===== src/rtl/bch_pkg.sv =====
// Shared definitions for the BCH(542,512) decoder over GF(2^10).
// Holds the code parameters, the field polynomial, element types, the FSM
// state type and the GF helper functions used by the Chien search stage.
// No ports: package only.
package bch_pkg;

   localparam int BCH_M      = 10;                   // symbol width, GF(2^M)
   localparam int BCH_N      = 542;                  // codeword length in bits
   localparam int BCH_T      = 3;                    // max correctable errors
   localparam int BCH_P      = 8;                    // positions per cycle
   localparam int BCH_CHUNKS = (BCH_N + BCH_P - 1) / BCH_P;
   localparam int IDX_W      = 7;                    // chunk index width
   localparam int CNT_W      = 10;                   // root counter width
   localparam int GF_ORDER   = (1 << BCH_M) - 1;     // multiplicative order
   localparam logic [BCH_M:0] GF_POLY = 11'h409;     // x^10 + x^3 + 1

   typedef logic [BCH_M-1:0]   gf_elem_t;
   typedef gf_elem_t [BCH_T:0] gf_vec_t;
   typedef logic [BCH_P-1:0]   chunk_t;

   typedef enum logic {
      ST_IDLE   = 1'b0,
      ST_SEARCH = 1'b1
   } state_e;

   // x * alpha: shift up one power, fold x^M back through the polynomial.
   function automatic gf_elem_t gf_mul_alpha(gf_elem_t x);
      gf_elem_t y;
      y = {x[BCH_M-2:0], 1'b0};
      if (x[BCH_M-1]) y = y ^ GF_POLY[BCH_M-1:0];
      return y;
   endfunction

   // General product by shift-and-add. With one operand constant this
   // collapses to a fixed XOR matrix.
   function automatic gf_elem_t gf_mul(gf_elem_t a, gf_elem_t b);
      gf_elem_t acc;
      acc = '0;
      for (int i = BCH_M - 1; i >= 0; i--) begin
         acc = gf_mul_alpha(acc);
         if (b[i]) acc = acc ^ a;
      end
      return acc;
   endfunction

   // alpha^e by square-and-multiply; exponent reduced mod the field order.
   function automatic gf_elem_t gf_pow_alpha(int e);
      int       ee;
      gf_elem_t res;
      gf_elem_t base;
      ee = e % GF_ORDER;
      if (ee < 0) ee = ee + GF_ORDER;
      res  = gf_elem_t'(1);
      base = gf_elem_t'(2);
      for (int i = 0; i < BCH_M; i++) begin
         if (ee[i]) res = gf_mul(res, base);
         base = gf_mul(base, base);
      end
      return res;
   endfunction

   // Exponent of alpha^-n written as a non-negative power: alpha^(1023-n).
   function automatic int gf_neg_exp(int n);
      return (GF_ORDER - (n % GF_ORDER)) % GF_ORDER;
   endfunction

   // x * alpha^e; e is always an elaboration-time constant at the call sites.
   function automatic gf_elem_t gf_const_mul(gf_elem_t x, int e);
      return gf_mul(x, gf_pow_alpha(e));
   endfunction

   // Coefficients alpha^(-k*step) for k = 0..T.
   function automatic gf_vec_t gf_step_coefs(int step);
      gf_vec_t v;
      for (int k = 0; k <= BCH_T; k++) v[k] = gf_pow_alpha(gf_neg_exp(k * step));
      return v;
   endfunction

   function automatic logic [CNT_W-1:0] chunk_popcount(chunk_t v);
      logic [CNT_W-1:0] n;
      n = '0;
      for (int i = 0; i < BCH_P; i++) n = n + CNT_W'(v[i]);
      return n;
   endfunction

endpackage


===== src/rtl/bch_chien_search_if.sv =====
// Handshake bundle of the Chien search stage.
//   in_valid/in_ready + locator0..3           : locator input from Berlekamp-Massey
//   out_valid/out_ready + out_chunk/out_idx,
//   out_last, root_cnt, uncorrectable         : error-pattern output stream
// master = upstream/downstream environment, slave = the Chien search block.
interface bch_chien_search_if;
   import bch_pkg::*;

   logic             in_valid;
   logic             in_ready;
   gf_elem_t         locator0;
   gf_elem_t         locator1;
   gf_elem_t         locator2;
   gf_elem_t         locator3;
   logic             out_valid;
   logic             out_ready;
   chunk_t           out_chunk;
   logic [IDX_W-1:0] out_idx;
   logic             out_last;
   logic [CNT_W-1:0] root_cnt;
   logic             uncorrectable;

   modport master (
      output in_valid, locator0, locator1, locator2, locator3, out_ready,
      input  in_ready, out_valid, out_chunk, out_idx, out_last, root_cnt, uncorrectable
   );

   modport slave (
      input  in_valid, locator0, locator1, locator2, locator3, out_ready,
      output in_ready, out_valid, out_chunk, out_idx, out_last, root_cnt, uncorrectable
   );

endinterface


===== src/rtl/bch_chien_cell.sv =====
// One Chien evaluation lane.
//   r_i    : current r_k = Lambda_k * alpha^(-k*c*P), k = 0..T
//   zero_o : 1 when sum_k r_k * alpha^(-k*P_IDX) == 0, i.e. position c*P+P_IDX is a root
// Purely combinational; all multipliers are by constants.
module bch_chien_cell
   import bch_pkg::*;
#(
   parameter int P_IDX = 0
) (
   input  gf_vec_t r_i,
   output logic    zero_o
);

   localparam gf_vec_t COEF = gf_step_coefs(P_IDX);

   gf_elem_t sum;

   always_comb begin
      sum = '0;
      for (int k = 0; k <= BCH_T; k++) sum = sum ^ gf_mul(r_i[k], COEF[k]);
   end

   assign zero_o = (sum == '0);

endmodule


===== src/rtl/bch_chien_search.sv =====
// Chien search stage of the BCH(542,512) decoder.
// Evaluates the error locator at alpha^-j for j = 0..541, P positions per cycle,
// and streams the error pattern as 68 P-bit chunks, ending with the root count
// and the uncorrectable flag.
//   clk : clock
//   rst : synchronous, active-high reset
//   bus : bch_chien_search_if.slave (locator input handshake, chunk output handshake)
module bch_chien_search
   import bch_pkg::*;
(
   input logic               clk,
   input logic               rst,
   bch_chien_search_if.slave bus
);

   localparam logic [IDX_W-1:0] LAST_IDX = IDX_W'(BCH_CHUNKS - 1);

   state_e           state_q, state_d;
   gf_vec_t          r_q, r_d;
   logic [IDX_W-1:0] c_q, c_d;
   logic [CNT_W-1:0] acc_q, acc_d;
   logic [1:0]       deg_q, deg_d;
   logic             lam0_zero_q, lam0_zero_d;
   logic             out_valid_q, out_valid_d;
   chunk_t           out_chunk_q, out_chunk_d;
   logic             out_last_q, out_last_d;
   logic [CNT_W-1:0] root_cnt_q, root_cnt_d;
   logic             uncorr_q, uncorr_d;

   logic             load_chunk;   // a new chunk is computed from r_d/c_d
   logic             clear_out;    // last chunk handed off, return to idle
   chunk_t           hit;
   chunk_t           chunk_mask;

   // The lanes look at the next-state coefficients so that the registered
   // chunk lines up with the registered chunk index.
   for (genvar p = 0; p < BCH_P; p++) begin : g_cell
      bch_chien_cell #(.P_IDX(p)) u_cell (
         .r_i    (r_d),
         .zero_o (hit[p])
      );
   end

   // Next-state: FSM, coefficient stepping, chunk counter, root accumulator.
   always_comb begin
      // NOTE: every signal written here gets a default first so no path infers a latch.
      state_d     = state_q;
      r_d         = r_q;
      c_d         = c_q;
      acc_d       = acc_q;
      deg_d       = deg_q;
      lam0_zero_d = lam0_zero_q;
      out_valid_d = out_valid_q;
      load_chunk  = 1'b0;
      clear_out   = 1'b0;

      case (state_q)
         ST_IDLE: begin
            if (bus.in_valid) begin
               r_d         = {bus.locator3, bus.locator2, bus.locator1, bus.locator0};
               deg_d       = (bus.locator3 != '0) ? 2'd3 :
                             (bus.locator2 != '0) ? 2'd2 :
                             (bus.locator1 != '0) ? 2'd1 : 2'd0;
               lam0_zero_d = (bus.locator0 == '0);
               c_d         = '0;
               acc_d       = '0;
               out_valid_d = 1'b1;
               load_chunk  = 1'b1;
               state_d     = ST_SEARCH;
            end
         end
         ST_SEARCH: begin
            // A stall (out_ready low) leaves every register untouched.
            if (bus.out_ready) begin
               if (out_last_q) begin
                  c_d         = '0;
                  out_valid_d = 1'b0;
                  clear_out   = 1'b1;
                  state_d     = ST_IDLE;
               end else begin
                  // Advance every lane by P positions: r_k *= alpha^(-k*P).
                  for (int k = 0; k <= BCH_T; k++)
                     r_d[k] = gf_const_mul(r_q[k], gf_neg_exp(k * BCH_P));
                  c_d        = c_q + 1'b1;
                  acc_d      = acc_q + chunk_popcount(out_chunk_q);
                  load_chunk = 1'b1;
               end
            end
         end
         default: state_d = ST_IDLE;
      endcase
   end

   // Next output values: masked chunk, last flag, final count and verdict.
   always_comb begin
      chunk_mask = '0;
      for (int p = 0; p < BCH_P; p++)
         chunk_mask[p] = hit[p] && ((int'(c_d) * BCH_P + p) < BCH_N);

      out_chunk_d = out_chunk_q;
      out_last_d  = out_last_q;
      root_cnt_d  = root_cnt_q;
      uncorr_d    = uncorr_q;

      if (clear_out) begin
         out_chunk_d = '0;
         out_last_d  = 1'b0;
         root_cnt_d  = '0;
         uncorr_d    = 1'b0;
      end else if (load_chunk) begin
         out_chunk_d = chunk_mask;
         out_last_d  = (c_d == LAST_IDX);
         root_cnt_d  = out_last_d ? (acc_d + chunk_popcount(chunk_mask)) : '0;
         // Lambda_0 == 0 also covers the all-zero locator.
         uncorr_d    = out_last_d && (lam0_zero_d || (root_cnt_d != CNT_W'(deg_d)));
      end
   end

   always_ff @(posedge clk) begin
      if (rst) begin
         state_q     <= ST_IDLE;
         r_q         <= '0;
         c_q         <= '0;
         acc_q       <= '0;
         deg_q       <= '0;
         lam0_zero_q <= 1'b0;
         out_valid_q <= 1'b0;
         out_chunk_q <= '0;
         out_last_q  <= 1'b0;
         root_cnt_q  <= '0;
         uncorr_q    <= 1'b0;
      end else begin
         // NOTE: non-blocking assignments so every register samples pre-edge values.
         state_q     <= state_d;
         r_q         <= r_d;
         c_q         <= c_d;
         acc_q       <= acc_d;
         deg_q       <= deg_d;
         lam0_zero_q <= lam0_zero_d;
         out_valid_q <= out_valid_d;
         out_chunk_q <= out_chunk_d;
         out_last_q  <= out_last_d;
         root_cnt_q  <= root_cnt_d;
         uncorr_q    <= uncorr_d;
      end
   end

   assign bus.in_ready      = (state_q == ST_IDLE);
   assign bus.out_valid     = out_valid_q;
   assign bus.out_chunk     = out_chunk_q;
   assign bus.out_idx       = c_q;
   assign bus.out_last      = out_last_q;
   assign bus.root_cnt      = root_cnt_q;
   assign bus.uncorrectable = uncorr_q;

endmodule

===== src/flat_wrapper.sv =====
// flat-port wrapper written by rule: the top's interface ports become plain ports
module bch_chien_search_flat import bch_pkg::*;
  (clk, rst, bus_in_valid, bus_locator0, bus_locator1, bus_locator2, bus_locator3, bus_out_ready, bus_in_ready, bus_out_valid, bus_out_chunk, bus_out_idx, bus_out_last, bus_root_cnt, bus_uncorrectable);
  bch_chien_search_if bus_i ();
  input logic clk;
  input logic rst;
  input wire logic [$bits(bus_i.in_valid)-1:0] bus_in_valid;
  input wire logic [$bits(bus_i.locator0)-1:0] bus_locator0;
  input wire logic [$bits(bus_i.locator1)-1:0] bus_locator1;
  input wire logic [$bits(bus_i.locator2)-1:0] bus_locator2;
  input wire logic [$bits(bus_i.locator3)-1:0] bus_locator3;
  input wire logic [$bits(bus_i.out_ready)-1:0] bus_out_ready;
  output wire logic [$bits(bus_i.in_ready)-1:0] bus_in_ready;
  output wire logic [$bits(bus_i.out_valid)-1:0] bus_out_valid;
  output wire logic [$bits(bus_i.out_chunk)-1:0] bus_out_chunk;
  output wire logic [$bits(bus_i.out_idx)-1:0] bus_out_idx;
  output wire logic [$bits(bus_i.out_last)-1:0] bus_out_last;
  output wire logic [$bits(bus_i.root_cnt)-1:0] bus_root_cnt;
  output wire logic [$bits(bus_i.uncorrectable)-1:0] bus_uncorrectable;
  assign bus_i.in_valid = bus_in_valid;
  assign bus_i.locator0 = bus_locator0;
  assign bus_i.locator1 = bus_locator1;
  assign bus_i.locator2 = bus_locator2;
  assign bus_i.locator3 = bus_locator3;
  assign bus_i.out_ready = bus_out_ready;
  assign bus_in_ready = bus_i.in_ready;
  assign bus_out_valid = bus_i.out_valid;
  assign bus_out_chunk = bus_i.out_chunk;
  assign bus_out_idx = bus_i.out_idx;
  assign bus_out_last = bus_i.out_last;
  assign bus_root_cnt = bus_i.root_cnt;
  assign bus_uncorrectable = bus_i.uncorrectable;
  bch_chien_search u_core (.clk(clk), .rst(rst), .bus(bus_i));
endmodule

===== config.mk =====
export PLATFORM = sky130hd
export DESIGN_NAME = bch_chien_search_flat
export DESIGN_NICKNAME = d
export VERILOG_FILES = /design/src/rtl/bch_pkg.sv /design/src/rtl/bch_chien_search_if.sv /design/src/rtl/bch_chien_cell.sv /design/src/rtl/bch_chien_search.sv /design/src/flat_wrapper.sv
export SDC_FILE = /design/constraint.sdc
export NUM_CORES = 1
export LEC_CHECK = 0
export CAP_MARGIN = 0
export CORE_MARGIN = 5
export CORE_UTILIZATION = 60
export DETAILED_ROUTE_END_ITERATION = 8
export PLACE_DENSITY_LB_ADDON = 0.25
export REMOVE_ABC_BUFFERS = 1
export SKIP_CTS_REPAIR_TIMING = 1
export SLEW_MARGIN = 20
export SYNTH_ARGS = -nofsm -noshare
export SYNTH_HDL_FRONTEND = slang
export SYNTH_SLANG_ARGS = --single-unit

===== constraint.sdc =====
create_clock -name clk -period 13.03 [get_ports clk]
set_input_delay 1.303 -clock clk [delete_from_list [all_inputs] [get_ports clk]]
set_output_delay 1.303 -clock clk [all_outputs]
set_load 0.02 [all_outputs]

==> out/summary.txt <==
status = finished clean
Net Sw Power = 0.000752 W
M1 GR Usage = 39.3%
grt met3 use = 6.08%
Routed WL per cell = 20.5 um
Int Power = 0.00101 W
placed instance count = 1,226
Post-Route Setup TNS = 0 ns
PD cells = 171 nW/um2
crit-path leading delay family = simple AND/OR/NAND/NOR gates
yosys warns = 0
sequential area share after synthesis = 17.9%
measured slew at the worst slew-check pin = 1.15 ns
CTS buffer count = 9
Hold Vio Cnt, Final = 0
Seq pwr share = 16.3%
Antenna Nets Post-Route = 0
die area = 17,800 um2
Cell Count, Final, Fillers Out = 1,242
most frequent cells in the layout = 200 x xnor2_1, 81 x dfxtp_1, 71 x nor2_1, 70 x clkdlybuf4s50_1, 66 x xor2_1
clk slew on worst S/H paths = 0.07 ns
# rows = 45
CTS tree = built
critical path class = in -> reg
Yosys top cell by area = xnor2_1
P&R area growth vs syn = 12.1%
largest net degree at the start of global routing = 62
placed inst area = 9960 um2
all-layer global routing usage = 28.8%
Worst path most repeated cell = fa_1
number of global-route vias before repair = 7,205
count of different cell masters after synthesis = 82
WP buf/inv = 4
Hold WC Path Type = reg -> reg
slowest stage cell, crit path = nand2_1
EDFF count, synth = 0
Pre-Repair DR Iteration Count = 5
CTS H-tree lvls = 3
top-area cell type share of the netlist area = 19.1%
Clock Path Buffers = 2
max-slew violations = 0
Ant. Diodes = 0
Reg2Reg Capture Point = u_core.bus.uncorrectable
Vias = 7,475
Setup-failing EPs final = 0
PortBufs = 72
setup ws final = 3.53 ns
root buffer cell = clkbuf_16
Initial DRC Count = 642
Worst-Skew Late Latency = 0.36 ns
Mean Syn Cell Area = 9.06 um2
Worst Hold Launch = u_core.bus.root_cnt[4]
dpl hpwl = 18,900 um
chip height = 134 um
Place WS = 3.22 ns
GRT Residual Overflow = 0
clk_skew = 0.00937 ns
DRC = 0
commonest non-fill, non-tap cell in the layout = xnor2_1
antenna violations before repair = 0
Placer Congestion = 0.997
critical path fanouts, max = 20
Clock Sinks = 82
sw frac = 42.8%
prevailing post-synth register cell = dfxtp_1
Initial Util = 60.7%
ys async rst share = 0%
Worst Setup SP = bus_out_ready
CP peak stage delay = 0.83 ns
Hold Path End = u_core.bus.root_cnt[4]
CP arrival = 9.72 ns
synthesized instance count = 1,011
first-pass GRT wire length = 40,400 um
WL final = 25,400 um
Nets = 1,126
Ports = 73
layer with the highest usage = met2
slack of the worst reg-to-reg path = 4.03 ns
CP Capture Type = register
period utilization = 72.9%
RSZ-0062 raised after global routing = no
synthesized area = 9160 um2
number of vias per cell = 6.02
FMAX = 105 MHz
startpoint types = input pin
Final Util = 68.1%
Crit Reg-Reg Startpoint = u_core.state_q
synthesized flop and latch total = 82
Slew headroom = 22.8%
clock power share = 15.4%
CORE AREA = 15,100 um2
Max-Cap Viols = 0
synth top area cells = xnor2_1 19%, dfxtp_1 18%, xnor3_1 9.3%, xor2_1 6.3%, ha_1 3.4%
CP required = 13.25 ns
Leakage = 4.01 nW
met2 usage = 45.6%
share of cells above drive strength 1 = 9.30%
maximum VDD drop = 0.151 mV
die width = 134 um
Final min period = 9.50 ns
combinational power share = 68.3%
Worst Hold Depth = 2
Final Cell Area = 10,300 um2
R2R depth = 28
[area by class of cell]
cell class | instances | area (um2)
Timing Repair Buffer | 90 | 846
Clock inverter | 7 | 86.3
Clock buffer | 9 | 225
Sequential cell | 82 | 1640
Fill cell | 1249 | 4810
Tap cell | 188 | 235
Multi-Input combinational cell | 837 | 7130
Inverter | 29 | 109
[kinds of logic after synthesis]
logic type               synth area share, %
AO/OA/AOI/OAI                           12.9
XOR/XNOR                                39.4
adder cells (fa/ha/maj)                 5.16
buffers and inverters                   4.34
flip-flops                              17.9
multiplexers                            3.44
AND/OR/NAND/NOR                         16.8
[worst min-delay path, delay by kind of cell (launching register included)]
family          cells  cell delay [ns]
compound gates      1             0.05
flops               1             0.31
simple gates        1             0.05
[Yosys cell counts (all sizes together) (7+ instances only)]
cell	instances
a211oi	19
a21oi	35
a31o	7
a31oi	14
and2	7
buf	29
clkbuf	34
dfxtp	82
fa	8
ha	25
inv	29
mux2i	27
nand2	50
nand2b	16
nand3	25
nand4	7
nor2	73
nor2b	45
nor3	15
nor4	14
o21ai	28
or3	14
xnor2	211
xnor3	38
xor2	71
[how the worst max path moves through the flow]
stage,end,slack [ns],depth (start not counted)
after floorplan,u_core.bus.uncorrectable,4.24,26
after global placement,u_core.bus.uncorrectable,3.35,28
after detailed placement,u_core.bus.uncorrectable,3.22,28
after CTS,u_core.bus.uncorrectable,3.62,28
after global routing,u_core.bus.uncorrectable,3.08,28
final,u_core.bus.uncorrectable,3.53,28
[layer usage]
| metal | vias to the layer above | share of wire [%] |
|---|---|---|
| met1 | 3592 | 43 |
| met2 | 266 | 46 |
| li1 | 3541 | - |
| met5 | - | 0 |
| met3 | 76 | 7.4 |
| met4 | 0 | 3.4 |
[registers in the layout, summed over array words and instances, names as in the netlist]
name	cells
u_core.acc_q	10
u_core.bus.out_valid	1
u_core.bus.out_chunk	8
u_core.bus.out_idx	7
u_core.bus.root_cnt	10
u_core.r_q	40
u_core.bus.uncorrectable	1
u_core.lam0_zero_q	1
u_core.deg_q	2
u_core.state_q	1
u_core.bus.out_last	1
[power groups by stage]
stage	sequential (W)	clock, W	combinational, W
2_1_floorplan	0.000287	0	0.000949
3_3_place_gp	0.000290	0	0.00117
3_5_place_dp	0.000291	0	0.00118
4_1_cts	0.000285	0.000273	0.00119
5_1_grt	0.000288	0.000284	0.00128
6_report	0.000286	0.000271	0.00120
[through the flow]
| step | hold WS [ns] | power [W] |
|---|---|---|
| CTS | 0.453 | 0.00174 |
| global route | 0.469 | 0.00185 |
| floorplan | 0.441 | 0.00124 |
| global placement | 0.437 | 0.00146 |
| detailed placement | 0.445 | 0.00147 |
| finish | 0.449 | 0.00176 |
Power figures use the tool's default switching activity.
